[config.mk]
export PLATFORM = sky130hd
export DESIGN_NAME = sine_voice_sched
export DESIGN_NICKNAME = d
export VERILOG_FILES = /design/src/rtl/sine_voice_sched.sv
export SDC_FILE = /design/constraint.sdc
export NUM_CORES = 1
export LEC_CHECK = 0
export CORE_AREA = 2 2 209 170
export DETAILED_ROUTE_END_ITERATION = 10
export DIE_AREA = 0 0 211 172
export PLACE_DENSITY_LB_ADDON = 0.1
export SETUP_SLACK_MARGIN = 0.3
export SLEW_MARGIN = 10
export SYNTH_ARGS = -nofsm -noshare
export SYNTH_HDL_FRONTEND = slang
export SYNTH_SLANG_ARGS = --single-unit
[constraint.sdc]
create_clock -name clk_i -period 5.4 [get_ports clk_i]
set_clock_uncertainty 0.05 [all_clocks]
set_input_delay 1.08 -clock clk_i [delete_from_list [all_inputs] [get_ports clk_i]]
set_output_delay 1.08 -clock clk_i [all_outputs]
set_load 0.1 [all_outputs]
[src/rtl/sine_voice_sched.sv]
// sine_voice_sched
// Shares one synchronous sine LUT (1-cycle read latency) among voices_p
// oscillator voices. Each sample tick steps every voice's phase accumulator,
// reads one LUT entry per voice, averages the entries and then presents the
// mixed sample twice (left, then right) on a valid/ready stream.
//
// Frame timeline, tick sampled at cycle t:
//   t+1 .. t+voices_p : ISSUE, one LUT address per voice
//   t+voices_p+1      : DRAIN, last LUT word accumulated, mix registered
//   t+voices_p+2 ..   : SEND_L then SEND_R, each held until tx_ready_i

module sine_voice_sched #(
   parameter int voices_p      = 4,
   parameter int width_p       = 24,
   parameter int phase_width_p = 32,
   parameter int addr_width_p  = 5
) (
   input  logic                               clk_i,
   input  logic                               reset_i,
   input  logic                               sample_tick_i,
   input  logic [voices_p-1:0]                enable_i,
   input  logic [voices_p*phase_width_p-1:0]  step_i,
   output logic [addr_width_p-1:0]            lut_addr_o,
   input  logic [width_p-1:0]                 lut_data_i,
   output logic [width_p-1:0]                 tx_data_o,
   output logic                               tx_valid_o,
   input  logic                               tx_ready_i,
   output logic                               tx_last_o,
   output logic                               busy_o,
   output logic                               overrun_o
);

   // Voice index width doubles as the averaging shift (voices_p is a power of two).
   localparam int idx_w = $clog2(voices_p);
   // Accumulator wide enough to sum voices_p full-scale signed samples.
   localparam int acc_w = width_p + idx_w;

   localparam logic [idx_w-1:0] last_idx = idx_w'(voices_p - 1);

   // Controller states.
   localparam logic [2:0] state_idle   = 3'd0;
   localparam logic [2:0] state_issue  = 3'd1;
   localparam logic [2:0] state_drain  = 3'd2;
   localparam logic [2:0] state_send_l = 3'd3;
   localparam logic [2:0] state_send_r = 3'd4;

   logic [2:0]               state;
   logic [2:0]               state_next;
   logic [idx_w-1:0]         idx;
   logic [phase_width_p-1:0] phase [voices_p];
   logic [phase_width_p-1:0] step_arr [voices_p];
   logic [phase_width_p-1:0] cur_phase;
   logic [phase_width_p-1:0] cur_step;
   logic                     cur_en;

   // LUT word pending: the previous cycle issued an address, and whether
   // that voice was enabled when it was issued.
   logic                     pend;
   logic                     pend_en;

   logic signed [acc_w-1:0]  acc;
   logic signed [acc_w-1:0]  data_ext;
   logic signed [acc_w-1:0]  addend;
   logic signed [acc_w-1:0]  acc_sum;

   logic [width_p-1:0]       tx_data;
   logic                     tx_valid;
   logic                     tx_last;
   logic                     busy;
   logic                     overrun;

   // Split the flat step bus into one word per voice.
   genvar g;
   generate
      for (g = 0; g < voices_p; g++) begin : g_step
         assign step_arr[g] = step_i[g*phase_width_p +: phase_width_p];
      end
   endgenerate

   // Select the per-voice operands for the voice currently being issued.
   always_comb begin
      cur_phase = phase[idx];
      cur_step  = step_arr[idx];
      cur_en    = enable_i[idx];
   end

   // LUT address: top phase bits of the active voice during ISSUE, else zero.
   always_comb begin
      if (state == state_issue) begin
         lut_addr_o = cur_phase[phase_width_p-1 -: addr_width_p];
      end else begin
         lut_addr_o = {addr_width_p{1'b0}};
      end
   end

   // Sign-extend the returned LUT word; muted voices contribute zero.
   always_comb begin
      data_ext = {{idx_w{lut_data_i[width_p-1]}}, lut_data_i};
      if (pend && pend_en) begin
         addend = data_ext;
      end else begin
         addend = {acc_w{1'b0}};
      end
      acc_sum = acc + addend;
   end

   // Next-state logic of the frame controller.
   always_comb begin
      state_next = state;
      case (state)
         state_idle: begin
            if (sample_tick_i) begin
               state_next = state_issue;
            end else begin
               state_next = state_idle;
            end
         end
         state_issue: begin
            if (idx == last_idx) begin
               state_next = state_drain;
            end else begin
               state_next = state_issue;
            end
         end
         state_drain: begin
            state_next = state_send_l;
         end
         state_send_l: begin
            if (tx_ready_i) begin
               state_next = state_send_r;
            end else begin
               state_next = state_send_l;
            end
         end
         state_send_r: begin
            if (tx_ready_i) begin
               state_next = state_idle;
            end else begin
               state_next = state_send_r;
            end
         end
         default: begin
            state_next = state_idle;
         end
      endcase
   end

   // State register, busy flag and sticky overrun flag.
   always_ff @(posedge clk_i) begin
      if (reset_i) begin
         state   <= state_idle;
         busy    <= 1'b0;
         overrun <= 1'b0;
      end else begin
         state <= state_next;
         busy  <= (state_next != state_idle);
         // Any tick outside IDLE is dropped, including one coinciding
         // with the right-channel handshake.
         if (sample_tick_i && (state != state_idle)) begin
            overrun <= 1'b1;
         end else begin
            overrun <= overrun;
         end
      end
   end

   // Phase accumulators: advance an enabled voice, park a muted one at zero.
   always_ff @(posedge clk_i) begin
      if (reset_i) begin
         for (int k = 0; k < voices_p; k++) begin
            phase[k] <= {phase_width_p{1'b0}};
         end
      end else if (state == state_issue) begin
         if (cur_en) begin
            phase[idx] <= cur_phase + cur_step;
         end else begin
            phase[idx] <= {phase_width_p{1'b0}};
         end
      end else begin
         for (int k = 0; k < voices_p; k++) begin
            phase[k] <= phase[k];
         end
      end
   end

   // Voice index, pending-read tracking and the mix accumulator.
   always_ff @(posedge clk_i) begin
      if (reset_i) begin
         idx     <= {idx_w{1'b0}};
         pend    <= 1'b0;
         pend_en <= 1'b0;
         acc     <= {acc_w{1'b0}};
      end else begin
         pend    <= (state == state_issue);
         pend_en <= (state == state_issue) && cur_en;
         case (state)
            state_idle: begin
               if (sample_tick_i) begin
                  idx <= {idx_w{1'b0}};
                  acc <= {acc_w{1'b0}};
               end else begin
                  idx <= idx;
                  acc <= acc;
               end
            end
            state_issue: begin
               // Index wraps back to zero after the last voice.
               idx <= idx + idx_w'(1);
               acc <= acc_sum;
            end
            state_drain: begin
               idx <= idx;
               acc <= acc_sum;
            end
            default: begin
               idx <= idx;
               acc <= acc;
            end
         endcase
      end
   end

   // Output stream registers: the mix is captured in DRAIN and held, with
   // valid/last stable, until each word is accepted.
   always_ff @(posedge clk_i) begin
      if (reset_i) begin
         tx_data  <= {width_p{1'b0}};
         tx_valid <= 1'b0;
         tx_last  <= 1'b0;
      end else begin
         case (state)
            state_drain: begin
               // Top width_p bits of the sum = arithmetic shift by idx_w,
               // rounding toward minus infinity.
               tx_data  <= acc_sum[acc_w-1:idx_w];
               tx_valid <= 1'b1;
               tx_last  <= 1'b0;
            end
            state_send_l: begin
               tx_data  <= tx_data;
               tx_valid <= 1'b1;
               if (tx_ready_i) begin
                  tx_last <= 1'b1;
               end else begin
                  tx_last <= 1'b0;
               end
            end
            state_send_r: begin
               tx_data <= tx_data;
               if (tx_ready_i) begin
                  tx_valid <= 1'b0;
                  tx_last  <= 1'b0;
               end else begin
                  tx_valid <= 1'b1;
                  tx_last  <= 1'b1;
               end
            end
            default: begin
               tx_data  <= tx_data;
               tx_valid <= 1'b0;
               tx_last  <= 1'b0;
            end
         endcase
      end
   end

   assign tx_data_o  = tx_data;
   assign tx_valid_o = tx_valid;
   assign tx_last_o  = tx_last;
   assign busy_o     = busy;
   assign overrun_o  = overrun;

endmodule

==> impl_metrics.env <==
export IMPL_outcome="completed"
export IMPL_slew_limit_headroom=0.2772
export IMPL_design_area_sq_mm=0.01473
export IMPL_tritoncts="yes"
export IMPL_cts_path_max_buffers=2
export IMPL_yosys_cell_types_count=81
export IMPL_p_sw_frac=0.3060
export IMPL_postRouteAntennaNets=0
export IMPL_syn_nets=1343
export IMPL_first_iter_violations=594
export IMPL_max_freq_mhz=235.8
export IMPL_switching_power_mw=1.212
export IMPL_place_hpwl_mm=25.06
export IMPL_cp_end_kind="flop"
export IMPL_yosysTopAreaCellShare=0.3247
export IMPL_antenna_diode_count=0
export IMPL_period_share=0.7853
export IMPL_fill_cells=3318
export IMPL_cellLeakagePower_nw=5.614
export IMPL_postSynthCellCount=1121
export IMPL_hp_class="flop to flop"
export IMPL_synthArstFlopShare=0
export IMPL_synth_common_cells="nor2_1 (170), edfxtp_1 (128), nand2_1 (89), a21oi_1 (83), mux4_2 (65)"
export IMPL_yosysMostFrequentCell="nor2_1"
export IMPL_slew_violations=0
export IMPL_arrival_ps=4370
export IMPL_vias_per_cell=5.446
export IMPL_io_pins=193
export IMPL_clk_pin_slew_worst_paths_ps=70
export IMPL_portBuffers=192
export IMPL_place_gp_congestion=0.8699
export IMPL_clock_sinks=190
export IMPL_gr_usage_all_layers=0.1981
export IMPL_overflow=0
export IMPL_vias=9406
export IMPL_root_buffer="clkbuf_16"
export IMPL_syn_area_per_cell_sq_um=10.56
export IMPL_synth_seq_area_share=0.4295
export IMPL_maxCapViolCount=0
export IMPL_ctsHoldBuffers=0
export IMPL_placed_cells=1695
export IMPL_rsz0062_at_grt="no"
export IMPL_pwr_share_clk=0.327
export IMPL_p_int_mw=2.749
export IMPL_placed_area_sq_mm=0.01413
export IMPL_synth_main_ff_cell="edfxtp_1"
export IMPL_drc=0
export IMPL_num_rows=61
export IMPL_firstDrtPassIters=5
export IMPL_critPathLaunchType="primary input"
export IMPL_netlist_top_cells_area="edfxtp_1 (32%), mux4_2 (12%), dfxtp_1 (10%)"
export IMPL_start_util=0.3455
export IMPL_ys_warnings_count=0
export IMPL_grt_pass1_wl_mm=54.34
export IMPL_ys_ff_latch=190
export IMPL_final_setup_viol_count=0
export IMPL_antenna_found_initial=1
export IMPL_worst_ep_required_time_ps=5530
export IMPL_ir_drop_uv=214.3
export IMPL_syn2layout_area_growth_pct=24.38
export IMPL_power_mw=3.961
export IMPL_grt_pass1_vias=9251
export IMPL_die_w_um=211
export IMPL_drive_gt1_frac=0.1104
export IMPL_synth_top_cell_by_area="edfxtp_1"
export IMPL_nets=1495
export IMPL_dieArea_sq_mm=0.03629
export IMPL_period_minus_slack_ps=4241
export IMPL_cp_max_fo=5
export IMPL_cts_inserted_buffers=17
export IMPL_seq_power_share=0.412
export IMPL_cts_resized=0
export IMPL_syn_area_sq_mm=0.01184
export IMPL_hold_ws_ps=405.5
export IMPL_insertion_delay_ps=450
export IMPL_worst_slew_pin_slew_ps=1080
export IMPL_finalHoldViolations=0
export IMPL_die_y_um=172
export IMPL_wl_per_cell_um=20.46
export IMPL_setup_tns_final_ps=0
export IMPL_path_class="primary input to flop"
export IMPL_cellPowerDensity_mw_per_mm2=269.0
export IMPL_grt_max_degree=60
export IMPL_combinationalPowerShare=0.261
export IMPL_cts_setup_buffers=0
export IMPL_cts_htree_levels=4
export IMPL_synth_edf_count=128
export IMPL_fin_cells=1727
export IMPL_core_area_sq_mm=0.03427
export IMPL_drt_wl_total_mm=35.34
[kinds of logic (layout without fill, tap and decap cells)]
logic type	after synthesis	after routing	synth area share
simple gates	412	412	0.1643
fa+ha+maj	62	62	0.06679
compound gates	241	241	0.1428
buf+inv	103	268	0.03646
flops	190	190	0.4295
mux	67	67	0.1254
xor+xnor	46	46	0.03467
[worst max-delay path, cell delays in order]
cell             delay, ps
clkdlybuf4s50_1        520
mux4_2                 530
ha_1                   370
a21o_1                 180
a21oi_1                180
nand4_1                150
a311oi_2               530
o2111ai_1              170
nand2_1                170
xor2_1                 370
nor2_1                 100
[registers in the layout, summed over array words and instances (netlist names), named ones only]
| signal | count |
|---|---|
| phase | 128 |
| acc | 26 |
| tx_data_o | 24 |
| state | 3 |
| idx | 2 |
| busy_o | 1 |
| overrun_o | 1 |
| pend | 1 |
| pend_en | 1 |
| tx_valid_o | 1 |
[area by class of cell]
cell class,instances,area (sq um),share of cell area
Multi-Input combinational cell,828,6326,0.4296
Sequential cell,190,5089,0.3456
Timing Repair Buffer,208,2059,0.1399
Tap cell,441,551.8,0.03747
Clock buffer,24,546.8,0.03713
Inverter,28,105.1,0.007137
Clock inverter,8,47.55,0.003229
[stage by stage]
step,utilization,worst slack (ps)
floorplan,-,1457
global placement,0.4124,694.8
detailed placement,0.4124,740.5
CTS,0.4297,1177
global route,0.4297,752.6
finish,0.4297,1159
[final timing paths]
| kind | from | to | slack (ps) | cells past startpoint |
|---|---|---|---|---|
| max | step_i[3] | phase[1][23] | 1160 | 11 |
| min | tx_data_o[3] | tx_data_o[3] | 410 | 2 |
| max reg2reg | idx[0] | phase[1][16] | 1230 | 13 |
| min reg2reg | tx_data_o[3] | tx_data_o[3] | 410 | 2 |
[power groups by stage]
stage,Combinational [mW],Sequential [mW],Clock (mW)
3_5_place_dp,1.03,1.67,0
5_1_grt,1.13,1.64,1.38
3_3_place_gp,1.03,1.67,0
2_1_floorplan,0.686,1.66,0
6_report,1.03,1.63,1.30
4_1_cts,1.03,1.63,1.32
[placed cells by master (no fill, tap or decap), drive strengths merged, types with 7 or more instances in the layout]
| cell | count |
|---|---|
| nand2b | 10 |
| clkdlybuf4s50 | 190 |
| nor2 | 170 |
| inv | 31 |
| or3 | 7 |
| buf | 18 |
| o21ai | 34 |
| a22o | 8 |
| o21a | 9 |
| xnor2 | 32 |
| and3 | 31 |
| xor2 | 14 |
| edfxtp | 128 |
| a21o | 31 |
| dfxtp | 62 |
| ha | 60 |
| nand3 | 18 |
| nor3 | 18 |
| mux4 | 65 |
| a22oi | 12 |
| clkbuf | 24 |
| nand2 | 89 |
| o21bai | 8 |
| a21oi | 85 |
| and2 | 7 |
| nor2b | 8 |
| nand4 | 19 |
[routing by layer]
metal / up-vias / routed length, um / track usage
li1: 4486 / - / -
met1: 4624 / 18040 / 0.3032
met2: 273 / 14910 / 0.2855
met3: 23 / 2026 / 0.03741
met4: 0 / 360 / 0.04715
met5: - / 0 / 0
Power figures use the tool's default switching activity.
